===== config.mk =====
export PLATFORM = sky130hd
export DESIGN_NAME = reset_sequencer
export DESIGN_NICKNAME = d
export VERILOG_FILES = /design/src/rtl/rst_seq_pkg.sv /design/src/rtl/reset_sync.sv /design/src/rtl/reset_sequencer.sv
export SDC_FILE = /design/constraint.sdc
export NUM_CORES = 1
export LEC_CHECK = 0
export CAP_MARGIN = 20
export CORE_UTILIZATION = 45
export DETAILED_ROUTE_END_ITERATION = 16
export PLACE_DENSITY = 0.68
export SLEW_MARGIN = 20
export SYNTH_ARGS = -nofsm -noshare
export SYNTH_HDL_FRONTEND = slang
export SYNTH_HIERARCHICAL = 1
export SYNTH_SLANG_ARGS = --single-unit

===== constraint.sdc =====
create_clock -name CLK -period 1.75 [get_ports CLK]
set_input_delay 0.175 -clock CLK [delete_from_list [all_inputs] [get_ports CLK]]
set_output_delay 0.175 -clock CLK [all_outputs]
set_load 0.01 [all_outputs]

===== src/rtl/rst_seq_pkg.sv =====
// Shared definitions for the reset sequencer: FSM state encoding and default
// timing parameters.
package rst_seq_pkg;

    typedef enum logic [1:0] {
        SYNC    = 2'd0,
        HOLD    = 2'd1,
        RELEASE = 2'd2,
        RUN     = 2'd3
    } seqState_e;

    localparam int DEF_SYNC_STAGES = 2;
    localparam int DEF_HOLD_CYCLES = 8;
    localparam int DEF_NUM_STAGES  = 3;
    localparam int DEF_STAGE_GAP   = 4;

    function automatic int maxInt(input int a, input int b);
        return (a > b) ? a : b;
    endfunction

endpackage


===== src/rtl/reset_sync.sv =====
// Reset de-assertion synchronizer: a shift register of ones.
// Asynchronously cleared, its output rises DEPTH clock edges after reset release.
module reset_sync #(
    parameter int DEPTH = 1
) (
    input  logic clk_i,
    input  logic rst_ni,
    output logic sync_o
);

    logic [DEPTH-1:0] chain_q;

    always_ff @(posedge clk_i or negedge rst_ni) begin
        if (!rst_ni) begin
            chain_q <= '0;
        end else begin
            chain_q <= (chain_q << 1) | DEPTH'(1);
        end
    end

    assign sync_o = chain_q[DEPTH-1];

endmodule


===== src/rtl/reset_sequencer.sv =====
// Sequenced reset generator: async assertion, synchronised release, then the
// reset outputs are released one by one with a programmable gap.
module reset_sequencer
    import rst_seq_pkg::*;
#(
    parameter int SYNC_STAGES = DEF_SYNC_STAGES,
    parameter int HOLD_CYCLES = DEF_HOLD_CYCLES,
    parameter int NUM_STAGES  = DEF_NUM_STAGES,
    parameter int STAGE_GAP   = DEF_STAGE_GAP
) (
    input  logic                  CLK,
    input  logic                  RST_n,
    input  logic                  SW_RST,
    output logic [NUM_STAGES-1:0] RST_OUT_n,
    output logic                  DONE
);

    localparam int CNT_W = $clog2(maxInt(HOLD_CYCLES, STAGE_GAP) + 1);
    localparam int IDX_W = $clog2(NUM_STAGES + 1);

    localparam logic [CNT_W-1:0] HOLD_LAST = CNT_W'(HOLD_CYCLES - 1);
    localparam logic [CNT_W-1:0] GAP_LAST  = CNT_W'(STAGE_GAP - 1);
    localparam logic [IDX_W-1:0] IDX_LAST  = IDX_W'(NUM_STAGES - 1);

    seqState_e              state_q,    state_d;
    logic [CNT_W-1:0]       cnt_q,      cnt_d;
    logic [IDX_W-1:0]       stageIdx_q, stageIdx_d;
    logic [NUM_STAGES-1:0]  rstOut_q,   rstOut_d;
    logic                   done_q,     done_d;
    logic                   syncDone;

    // The state register acts as the last synchronizer flop, so the chain is
    // one shorter and HOLD is entered on edge SYNC_STAGES.
    reset_sync #(
        .DEPTH (SYNC_STAGES - 1)
    ) u_reset_sync (
        .clk_i  (CLK),
        .rst_ni (RST_n),
        .sync_o (syncDone)
    );

    always_ff @(posedge CLK or negedge RST_n) begin
        if (!RST_n) begin
            state_q    <= SYNC;
            cnt_q      <= '0;
            stageIdx_q <= '0;
            rstOut_q   <= '0;
            done_q     <= 1'b0;
        end else begin
            state_q    <= state_d;
            cnt_q      <= cnt_d;
            stageIdx_q <= stageIdx_d;
            rstOut_q   <= rstOut_d;
            done_q     <= done_d;
        end
    end

    always_comb begin
        state_d    = state_q;
        cnt_d      = cnt_q;
        stageIdx_d = stageIdx_q;
        rstOut_d   = rstOut_q;
        done_d     = done_q;

        unique case (state_q)
            SYNC: begin
                if (syncDone) begin
                    state_d = HOLD;
                    cnt_d   = '0;
                end
            end
            HOLD: begin
                if (cnt_q == HOLD_LAST) begin
                    cnt_d    = '0;
                    rstOut_d = rstOut_q | NUM_STAGES'(1);
                    if (NUM_STAGES == 1) begin
                        state_d = RUN;
                        done_d  = 1'b1;
                    end else begin
                        state_d    = RELEASE;
                        stageIdx_d = IDX_W'(1);
                    end
                end else begin
                    cnt_d = cnt_q + CNT_W'(1);
                end
            end
            RELEASE: begin
                if (cnt_q == GAP_LAST) begin
                    cnt_d      = '0;
                    rstOut_d   = rstOut_q | (NUM_STAGES'(1) << stageIdx_q);
                    stageIdx_d = stageIdx_q + IDX_W'(1);
                    if (stageIdx_q == IDX_LAST) begin
                        state_d = RUN;
                        done_d  = 1'b1;
                    end
                end else begin
                    cnt_d = cnt_q + CNT_W'(1);
                end
            end
            RUN: begin
                // Software reset skips the synchronizer and restarts at HOLD.
                if (SW_RST) begin
                    state_d  = HOLD;
                    cnt_d    = '0;
                    rstOut_d = '0;
                    done_d   = 1'b0;
                end
            end
            default: begin
                state_d = SYNC;
            end
        endcase
    end

    assign RST_OUT_n = rstOut_q;
    assign DONE      = done_q;

endmodule


==> results.md, run 1 <==
Run status:
- The run finished with clean final reports.

Routing:
- The first detailed-routing pass took 4 iterations.
- The total number of vias is 689.
- The number of DRC markers after the initial detailed-route iteration is 15.
- In the routed layout, each cell is associated on average with a via count of 5.22.
- After detailed routing, the number of remaining DRC violations is 0.
- After detailed routing, the average wire length per cell comes to 13.6 um.
- The wire length reported by the detailed router is 1.79 mm.
- The count of nets left with antenna violations once routing finished came out at 0.

Floorplan:
- The die covers 2040 um2.
- The number of placed I/O pins is 7.
- The placeable core region is 1750 um2.
- The initial utilization of the core area, before any placement, comes to 48.1%.
- The die is 45.2 um wide.
- The floorplan has 15 rows.
- Measured along the y axis, the die boundary spans 45.2 um.

Worst setup path:
- On the worst path, the slowest cell contributes a delay of 450 ps.
- Along the worst path, the maximum fanout reaches 4.
- The start of the worst register-to-register path is state_q[0]$_DFFE_PN0P_.
- The signal on the critical path passes through buf_4, ha_1, and2b_2, a21oi_2, nand3_2, mux2_4.
- The kind of end point of the critical path is a flip-flop.
- The critical path required time is 1920 ps.
- In this run the worst setup path begins at state_q[0]$_DFFE_PN0P_.
- The type of element launching the critical path is a flip-flop.
- The data arrival time of the worst path is 1900 ps.
- The classification of the worst setup path is reg2reg.
- The slowest stage of the critical path belongs to the cell dfrtp_2.

Global routing:
- Entering global routing, the biggest net connects 14 pins.
- The first-pass GRT wire length is 2.69 mm.
- The number of antenna violations at the first check in global routing was 0.
- The number of global-route vias before repair is 635.
- The residual overflow from global routing is 0.
- The global-route usage over all layers is 19.0%.

Placed design:
- The HPWL reported at the end of detailed placement is 1.29 mm.
- The count of buffers added on input and output ports is 6.
- The routability congestion estimate from global placement is 0.760.

Yosys:
- The average instance area after synthesis is 10.2 um2.
- The number of distinct library cell variants in the gate-level netlist after synthesis is 37.
- The net count after synthesis is 94.
- By area the synthesized netlist is led by dfrtp_1, ha_1, inv_1, a21oi_1, nor4b_4.
- The largest area contributor in the synthesized netlist is dfrtp_1.
- The share of synthesized flip-flops with an asynchronous set or reset is 100%.
- The cell area that synthesis handed to floorplanning was 840 um2.
- The commonest register cell after synthesis is dfrtp_1.
- The register area share after synthesis is 38.7%.
- The number of synthesized register bits is 13.
- In this run, synthesis inferred 0 flip-flops with an integrated enable.
- The number of instances in the synthesized netlist is 82.
- The share of the synthesized area in the top cell type is 38.7%.
- The warning count from the yosys run is 6.

STA:
- The worst pin sits at a relative slew slack of 61.2%.
- Setup repair after global routing could not meet its margin everywhere.
- The measured slew at the worst slew-check pin is 581 ps.
- The aggregate negative setup slack is 0 ps.
- The total count of hold-check failures in the final report came to 0.
- The smallest clock period supported by the final layout is computed as 1730 ps.
- Clock skew on the completed layout was measured at 4.43 ps.
- Setup violations remaining at the end of the flow were counted as 0.
- The part of the cycle the worst path needs is 98.6%.
- The highest attainable clock frequency is 0.579 GHz.
- The count of pins over their slew limit is 0.

CTS:
- The number of CTS-inserted buffers is 3.
- The CTS tree is built.
- Clock-pin slew was measured on the worst setup and hold paths at 80 ps.
- At the later pin of the worst-skew pair, clock insertion delay measures 280 ps.
- The buffer type at the clock tree root is clkbuf_4.
- Clock tree synthesis found a total of 13 sinks.
- The count of hold buffers inserted by post-cts repair is 0.
- The longest clock path from root to sink contains 2 buffers.
- CTS built an H-tree with a depth of 1.

Worst hold path:
- The type of the worst min-delay path is in2async.

Power and ir drop:
- The static power due to leakage is 0.512 nW.
- IR analysis of the VDD net gives a maximum drop of 1.01 mV.
- The total power per unit cell area is 1570 nW/um2.
- Overall power consumption after layout is estimated at 1.73 mW.

Cells and area:
- At the end of the flow, the number of nets in the layout was 120.
- The layout-stage area growth over the synthesis result is 31.3%.
- The library cell used most frequently in the layout, excluding fill and tap cells, is buf_4.
- 0 antenna diodes ended up in the layout.
- In the layout the commonest cells are buf_4, dfrtp_1, inv_1.
- The post-route netlist has 33.6% of its cells at a drive strength greater than 1.

Run:
- The reported max-cap violation count is 0.
[state kept, by name, indices dropped and copies added (netlist names)]
signal and flops:
stageIdx_q 2, RST_OUT_n 3, DONE 1, cnt_q 4, u_reset_sync/sync_o 1, state_q 2
[layout make-up]
type	count	area, um2
inverter	9	33.8
timing repair buffer	23	188
clock buffer	4	26.3
tap	25	31.3
fill	143	643
multi-input combinational	58	497
sequential	13	327
[power breakdown]
| part | leakage (nW) | switching [mW] | total, mW | internal [mW] |
|---|---|---|---|---|
| combinational | 0.342 | 0.520 | 1.08 | 0.556 |
| sequential | 0.155 | 0.0769 | 0.467 | 0.390 |
| clock | 0.0150 | 0.102 | 0.190 | 0.0885 |
[path summary, 6_finish.rpt]
| path | to | slack, ps | cells after the start |
|---|---|---|---|
| worst max-delay path | state_q[1]$_DFFE_PN0P_ | 20 | 6 |
| worst min-delay path | state_q[1]$_DFFE_PN0P_ | 260 | 1 |
| worst max register to register | state_q[1]$_DFFE_PN0P_ | 20 | 6 |
| worst min register to register | RST_OUT_n[1]$_DFFE_PN0P_ | 510 | 2 |
| max in group asynchronous | state_q[0]$_DFFE_PN0P_ | 1080 | 1 |
| min in group CLK | RST_OUT_n[1]$_DFFE_PN0P_ | 510 | 2 |
[repair_timing]
action / CTS / global route
endpoints found under the setup margin: 0 / 6
resized for setup: 0 / 9
setup buffers: 0 / 6
hold endpoints to repair: 0 / 0
[synthesized netlist by cell type, types with 2 or more instances]
library cell   n
a21oi_1        6
dfrtp_1       13
ha_1           9
inv_1          9
nand2_1        6
nand3_1        2
nor2_1         4
nor3_1         2
o21ai_1        3
[critical path, delay by kind of cell, from the launching register on]
family	cells	cell delay (ps)
AO/OA/AOI/OAI	1	150
adder cells (fa/ha/maj)	1	200
buffers and inverters	1	150
flip-flops	1	450
multiplexers	1	310
AND/OR/NAND/NOR	2	350
[metal layers]
metal,routed length [um],vias up,track usage [%],part of all wire [%]
li1,-,342,-,-
met1,838,333,24.3,47
met2,881,10,30.7,49
met3,44,4,2.40,2.5
met4,25,0,10.9,1.4
met5,0,-,0,0
[stage by stage]
| step | setup slack (ps) | cell area [um2] | hold WS [ps] | cells | utilization (%) |
|---|---|---|---|---|---|
| 6_report | 24.0 | 1100 | 260 | 132 | 63.2 |
| 5_1_grt | -93.8 | 1100 | 324 | 132 | 63.2 |
| 4_1_cts | 19.0 | 1020 | 291 | 126 | 58.7 |
| 3_5_place_dp | 40.7 | 998 | 498 | 122 | 57.2 |
| 3_3_place_gp | 37.2 | 998 | 482 | 122 | 57.2 |
| 2_1_floorplan | 80.9 | 840 | -121 | 82 | - |
[cells by family after synthesis]
group,count (synthesis),synth area share (%)
flops,13,38.7
simple gates,25,20.1
compound gates,21,18.5
mux,2,2.98
other cells,1,0.447
buf+inv,11,5.81
fa+ha+maj,9,13.4
Note: power is estimated with default switching activity, not from simulation.
==> run 2, diff against run 1 <==
--- a/config.mk
+++ b/config.mk
@@ -6,9 +6,9 @@
 export NUM_CORES = 1
 export LEC_CHECK = 0
 export CAP_MARGIN = 20
-export CORE_UTILIZATION = 45
+export CORE_UTILIZATION = 34
 export DETAILED_ROUTE_END_ITERATION = 16
-export PLACE_DENSITY = 0.68
+export PLACE_DENSITY = 0.54
 export SLEW_MARGIN = 20
 export SYNTH_ARGS = -nofsm -noshare
 export SYNTH_HDL_FRONTEND = slang
==> run 2 against run 1 <==
Clock skew increased by 2.6 ps; flip-flop and latch count unchanged; combinational power decreased by 5%; cell area decreased by 1.1%; wire length decreased by 6.3%; critical path type unchanged; highest routed layer unchanged.
==> results.md, run 2 (same netlist as run 1, synthesis figures left out) <==
Run status:
- The flow ran to the end, and the final reports show no timing, DRC or antenna violations.

Global routing:
- The residual overflow from global routing is 0 (unchanged).
- The number of global-route vias before repair is 657 (+3.5%).
- The largest net degree at the start of global routing is 14 (unchanged).
- The global-route usage over all layers is 14.8% (-4.2 points).
- The number of antenna violations at the first check in global routing was 0 (unchanged).
- The first-pass GRT wire length is 2.78 mm (+3.3%).

Cells and area:
- The final cell utilization of the core came to 47.9% (-15 points).
- The total of fill cells in the finished design is 196 (+37%).
- The number of antenna cells inserted came to 0 (unchanged).
- The flip-flop count of the largest register, all copies and words added came to 4 (unchanged).
- The post-layout net count came to 117 (-2.5%).
- The largest register by flop count is cnt_q.
- The area of combinational cells with multiple inputs is 499 um2 (+0.50%).
- The most common cell after layout, fill and taps aside is buf_4.
- In the layout the commonest cells are buf_4, dfrtp_1, inv_1.
- The flip-flop and latch area was 327 um2 (unchanged).
- The layout-stage area growth over the synthesis result is 29.8%.
- The layout cell share with drive strength beyond 1 was 30.8% (-2.9 points).

Placed design:
- The HPWL reported at the end of detailed placement is 1.26 mm (-2.5%).
- The routability congestion estimate from global placement was 0.828 (+9.0%).
- The count of input and output buffers is 6 (unchanged).

Worst setup path:
- The worst reg-to-reg setup slack is 30 ps (about the same).
- The count of cells along the worst register-to-register path was 6 (unchanged).
- The data arrival time of the worst path is 1950 ps (+50 ps).
- The critical path required time is 1970 ps (+50 ps).
- The capture instance of the worst register-to-register path is RST_OUT_n[0]$_DFFE_PN0P_.
- The worst register-to-register path begins at state_q[0]$_DFFE_PN0P_.
- The kind of end point of the critical path is a flip-flop.
- The largest driver fanout on the critical path is 4 (unchanged).
- The classification of the worst setup path is reg2reg.
- STA classifies the critical path startpoint as a flip-flop.

CTS:
- The deepest level of the CTS H-tree was 1 (unchanged).
- TritonCTS built the clock tree.
- The clock sink count came to 13 (unchanged).
- The count of hold buffers inserted by post-cts repair was 0 (unchanged).
- The buffer type at the clock tree root is clkbuf_4.
- The deepest clock path buffer count is 2 (unchanged).
- The clock transition time at the flip-flop clock pins of the worst setup and hold paths is 90 ps (about the same).
- The clock latency on the worst-skew pair is 290 ps (about the same).
- The number of CTS-inserted buffers is 3 (unchanged).

Power and ir drop:
- The maximum vdd drop is 0.969 mV (-3.7%).
- The static power due to leakage is 0.498 nW (-2.6%).
- The total power per unit cell area is 1560 nW/um2 (-0.51%).

Floorplan:
- The die width came to 51.7 um (+14%).
- The die area is 2670 um2 (+31%).
- The number of placed I/O pins is 7 (unchanged).
- The starting utilization of the core area is 36.9% (-11 points).
- The chip height was 51.7 um (+14%).
- The standard-cell row count is 17 (+2).
- The placeable core region is 2280 um2 (+30%).

Routing:
- The detailed-routing iteration count for the pre-antenna-repair pass was 4 (unchanged).
- The post-route antenna net violation count is 0 (unchanged).
- The remaining design rule violation count came to 0 (unchanged).
- The routed length per placed instance was 12.7 um (-6.3%).
- The number of DRC markers after the initial detailed-route iteration is 7 (-8).
- The wire length reported by the detailed router is 1.68 mm (-6.3%).
- The via-per-instance ratio came to 5.19 (-0.58%).
- The total number of vias came to 685 (-0.58%).

STA:
- The total of endpoints with negative setup slack in the final report is 0 (unchanged).
- The measured slew at the worst slew-check pin was 608 ps (+26.8 ps).
- The part of the cycle the worst path needs is 98.4% (-0.24 points).
- The aggregate negative setup slack is 0 ps (unchanged).
- The post-route clock skew is 7.04 ps (+2.61 ps).
- The shortest period the worst path allows is 1720 ps (-4.17 ps).
- Setup repair after global routing could not meet its margin everywhere.
- The max-slew headroom at the worst pin is 59.4% (-1.8 points).
- The highest attainable clock frequency came to 0.581 GHz (+0.24%).
- The total count of hold-check failures in the final report came to 0 (unchanged).
- The count of pins over their slew limit is 0 (unchanged).

Run:
- The reported max-cap violation count is 0 (unchanged).

Worst hold path:
- The min-delay analysis places its worst path in the category in2async.
## run 2: cell count changes in the layout (fill, tap and decap cells not counted)
cell,delta
a21oi_2,-1
buf_4,-4
nor3_2,-1
a21oi_1,+1
nor3_4,+1
buf_6,+1
## run 2: cell type report
type / instances / area share [%]
sequential: 13 / 30.0
clock buffer: 4 / 2.41
inverter: 9 / 3.10
tap: 28 / 3.21
timing repair buffer: 20 / 15.5
multi-input combinational: 58 / 45.8
## run 2: how the worst max path moves through the flow
stage,startpoint,endpoint,slack [ps],depth (start not counted)
after global routing,state_q[1]$_DFFE_PN0P_,RST_OUT_n[0]$_DFFE_PN0P_,-20,6
after CTS,cnt_q[1]$_DFFE_PN0P_,state_q[1]$_DFFE_PN0P_,10,5
after global placement,cnt_q[1]$_DFFE_PN0P_,state_q[1]$_DFFE_PN0P_,30,5
final,state_q[0]$_DFFE_PN0P_,RST_OUT_n[0]$_DFFE_PN0P_,30,6
after floorplan,cnt_q[0]$_DFFE_PN0P_,state_q[1]$_DFFE_PN0P_,80,5
after detailed placement,cnt_q[1]$_DFFE_PN0P_,state_q[1]$_DFFE_PN0P_,40,5
## run 2: per-stage QoR
step / std cells / worst slack [ps] / instance area (um2) / hold WS (ps) / total power [mW]
floorplan: 82 / 80.9 / 840 / -121 / 1.07
global placement: 126 / 30.5 / 1010 / 495 / 1.40
detailed placement: 126 / 40.0 / 1010 / 493 / 1.40
CTS: 130 / 13.6 / 1040 / 301 / 1.61
global route: 132 / -15.4 / 1090 / 336 / 1.83
finish: 132 / 28.2 / 1090 / 262 / 1.70
## run 2: metal layers
layer,global-route usage [%],share of wire [%]
met5,0,0
met4,9.46,2.6
met2,23.8,47
met1,18.7,48
met3,1.75,2.1
## run 2: worst max-delay path, stage by stage, from the launching register on
cell	delay, ps
dfrtp_2	430
inv_2	60
ha_2	210
and4bb_2	340
nor3_4	70
a2111oi_2	360
o32a_1	190
## run 2: report_power, final
group	internal (mW)	switching, mW	leakage (nW)	total (mW)
Sequential	0.390	0.0839	0.155	0.474
Combinational	0.540	0.493	0.328	1.03
Clock	0.0886	0.110	0.0150	0.198
## run 2: timing repair
item / 4_1_cts / 5_1_grt
gates resized for setup: 0 / 10
endpoints found under the setup margin: 0 / 6
setup buffers: 0 / 2
==> run 3, diff against run 2 <==
--- a/config.mk
+++ b/config.mk
@@ -6,6 +6,7 @@
 export NUM_CORES = 1
 export LEC_CHECK = 0
 export CAP_MARGIN = 20
+export CORE_ASPECT_RATIO = 1.1
 export CORE_UTILIZATION = 34
 export DETAILED_ROUTE_END_ITERATION = 16
 export PLACE_DENSITY = 0.54
==> run 3 against run 2 <==
Count of clock-buffer cells in the layout is the same; sequential power is essentially flat; flip-flop and latch count is the same; clock skew shrank 5.8 ps; non-clock buffer count grew 4; utilization grew 1.1 points; register-to-register slack gained 30 ps; cell area grew 3.3%; global-route usage grew 0.38 points; critical path type unchanged.
==> results.md, run 3 (same netlist as run 1, synthesis figures left out) <==
STA:
- The minimum setup slack in the final design is 56.2 ps (+28.0 ps).
- The measured slew at the worst slew-check pin is 609 ps (+1.37 ps).
- Setup repair after global routing could not meet its margin everywhere.
- The total of endpoints with negative setup slack in the final report was 0 (unchanged).
- The aggregate negative setup slack was 0 ps (unchanged).
- The shortest period the worst path allows is 1690 ps (-28.0 ps).
- The post-route clock skew is 1.28 ps (-5.77 ps).
- The max-slew headroom at the worst pin is 59.3% (-0.091 points).
- The worst hold margin was 285 ps (+23.3 ps).
- The part of the cycle the worst path needs came to 96.8% (-1.6 points).
- The highest attainable clock frequency is 0.590 GHz (+1.7%).
- The total count of hold-check failures in the final report was 0 (unchanged).
- The count of pins over their slew limit came to 0 (unchanged).

Worst setup path:
- The worst reg-to-reg setup slack was 60 ps (+30 ps).
- The critical path required time was 1940 ps (-30 ps).
- The type of element launching the critical path is a flip-flop.
- Traced cell by cell, the critical path runs through ha_4, buf_4, and4bb_2, nor3_4, buf_6, a31oi_1, o21ai_1.
- The data arrival time of the worst path was 1880 ps (-70 ps).
- On the critical path, the stage with the largest delay is an instance of dfrtp_1.
- The kind of end point of the critical path is a flip-flop.
- The highest cell delay on the worst timing path is 430 ps (about the same).
- The classification of the worst setup path is reg2reg.
- The count of cells along the worst register-to-register path came to 7 (+1).
- The endpoint identified for the worst register-to-register timing path is cnt_q[3]$_DFFE_PN0P_.
- The worst register-to-register path begins at cnt_q[1]$_DFFE_PN0P_.
- The most critical setup path has its endpoint at cnt_q[3]$_DFFE_PN0P_.
- The largest driver fanout on the critical path is 4 (unchanged).
- The critical path startpoint is cnt_q[1]$_DFFE_PN0P_.

Placed design:
- The count of input and output buffers is 6 (unchanged).
- The routability congestion estimate from global placement is 0.787 (-5.0%).
- The HPWL reported at the end of detailed placement was 1.33 mm (+5.5%).
- The pre-CTS worst setup slack is 0.00877 ps (-40.0 ps).
- The count of placed standard cells including taps is 129 (+2.4%).
- The area of placed instances is 1020 um2 (+0.99%).

Run status:
- The run finished with clean final reports.

CTS:
- The clock sink count is 13 (unchanged).
- The clock latency on the worst-skew pair is 270 ps (-20 ps).
- The deepest level of the CTS H-tree is 1 (unchanged).
- The clock transition time at the flip-flop clock pins of the worst setup and hold paths is 80 ps (about the same).
- The root buffer cell chosen for the clock tree is clkbuf_4.
- The number of CTS-inserted buffers came to 3 (unchanged).
- The deepest clock path buffer count is 2 (unchanged).
- The CTS tree is built.

Run:
- The reported max-cap violation count is 0 (unchanged).

Cells and area:
- The most common cell after layout, fill and taps aside is buf_4.
- The largest register by flop count is cnt_q.
- The number of standard cells in the final layout excluding fillers came to 138 (+4.5%).
- The top cell types in the final layout, fill and taps aside, are buf_4, dfrtp_1, inv_1.
- Relative to the synthesized area, the layout overhead comes to 34.1%.
- The total of fill cells in the finished design is 234 (+19%).
- The layout cell share with drive strength beyond 1 came to 34.3% (+3.5 points).
- The final cell utilization of the core is 49.0% (+1.1 points).
- The flip-flop count of the largest register, all copies and words added is 4 (unchanged).
- The number of antenna cells inserted is 0 (unchanged).
- The post-layout net count was 121 (+3.4%).
- The post-route standard cell area excluding fillers is 1130 um2 (+3.3%).

Global routing:
- The global-route usage over all layers is 15.2% (+0.38 points).
- The residual overflow from global routing is 0 (unchanged).
- The first-pass GRT wire length was 2.95 mm (+6.0%).
- The number of antenna violations at the first check in global routing is 0 (unchanged).
- The number of global-route vias before repair is 690 (+5.0%).
- The largest net degree at the start of global routing is 14 (unchanged).

Power and ir drop:
- The static power due to leakage is 0.519 nW (+4.1%).
- The total design power is 1.77 mW (+3.6%).
- The total power per unit cell area came to 1570 nW/um2 (+0.25%).
- The maximum vdd drop is 0.848 mV (-13%).

Routing:
- The post-route antenna net violation count is 0 (unchanged).
- The number of DRC markers after the initial detailed-route iteration is 6 (-1).
- The total number of vias came to 677 (-1.2%).
- The detailed-routing iteration count for the pre-antenna-repair pass is 4 (unchanged).
- The wire length reported by the detailed router is 1.74 mm (+3.4%).
- The remaining design rule violation count is 0 (unchanged).
- The routed length per placed instance is 12.6 um (-1.1%).
- The via-per-instance ratio is 4.91 (-5.5%).

Floorplan:
- The placeable core region came to 2300 um2 (+0.93%).
- The die area came to 2670 um2 (about the same).
- The number of placed I/O pins is 7 (unchanged).
- The chip height is 54.1 um (+4.7%).
- The starting utilization of the core area is 36.5% (-0.34 points).
- The die width is 49.4 um (-4.5%).
- The standard-cell row count is 18 (+1).

Worst hold path:
- The type of the worst min-delay path is in2async.
==> run 3: metal layers <==
metal / track usage [%] / up-vias / part of all wire (%)
met1: 17.9 / 321 / 48
met2: 26.7 / 6 / 49
met3: 1.69 / 2 / 1.6
li1: - / 348 / -
met5: 0 / - / 0
met4: 10.0 / 0 / 1.1
==> run 3: worst min path at each step <==
stage,startpoint,to,slack (ps),cells past startpoint
finish,RST_n,stageIdx_q[0]$_DFFE_PN0P_,280,1
global route,RST_n,stageIdx_q[0]$_DFFE_PN0P_,340,1
CTS,RST_n,state_q[1]$_DFFE_PN0P_,300,1
detailed placement,RST_OUT_n[2]$_DFFE_PN0P_,RST_OUT_n[2]$_DFFE_PN0P_,490,2
global placement,RST_OUT_n[1]$_DFFE_PN0P_,RST_OUT_n[1]$_DFFE_PN0P_,490,2
floorplan,RST_n,DONE$_DFFE_PN0P_,-120,0
==> run 3: cell type report <==
class	instances	area, um2	share of cell area (%)
Timing Repair Buffer	24	199	17.7
Inverter	9	33.8	3.00
Multi-Input combinational cell	58	503	44.7
Sequential cell	13	327	29.0
Clock buffer	4	26.3	2.33
Tap cell	30	37.5	3.33
==> run 3: where the power goes <==
part / switching (mW) / internal [mW]
clock: 0.0922 / 0.0882
sequential: 0.0843 / 0.390
combinational: 0.517 / 0.594
total: 0.693 / 1.07
==> run 3: critical path, delay by kind of cell, from the launching register on <==
family | cells | cell delay [ps]
compound gates | 2 | 240
fa+ha+maj | 1 | 190
buf+inv | 2 | 270
flops | 1 | 430
simple gates | 2 | 480
==> run 3: repair_timing <==
action,CTS,global route
hold buffers,0,0
resized for setup,2,9
setup buffers,0,5
pin swaps,0,4
setup endpoints to repair,1,5
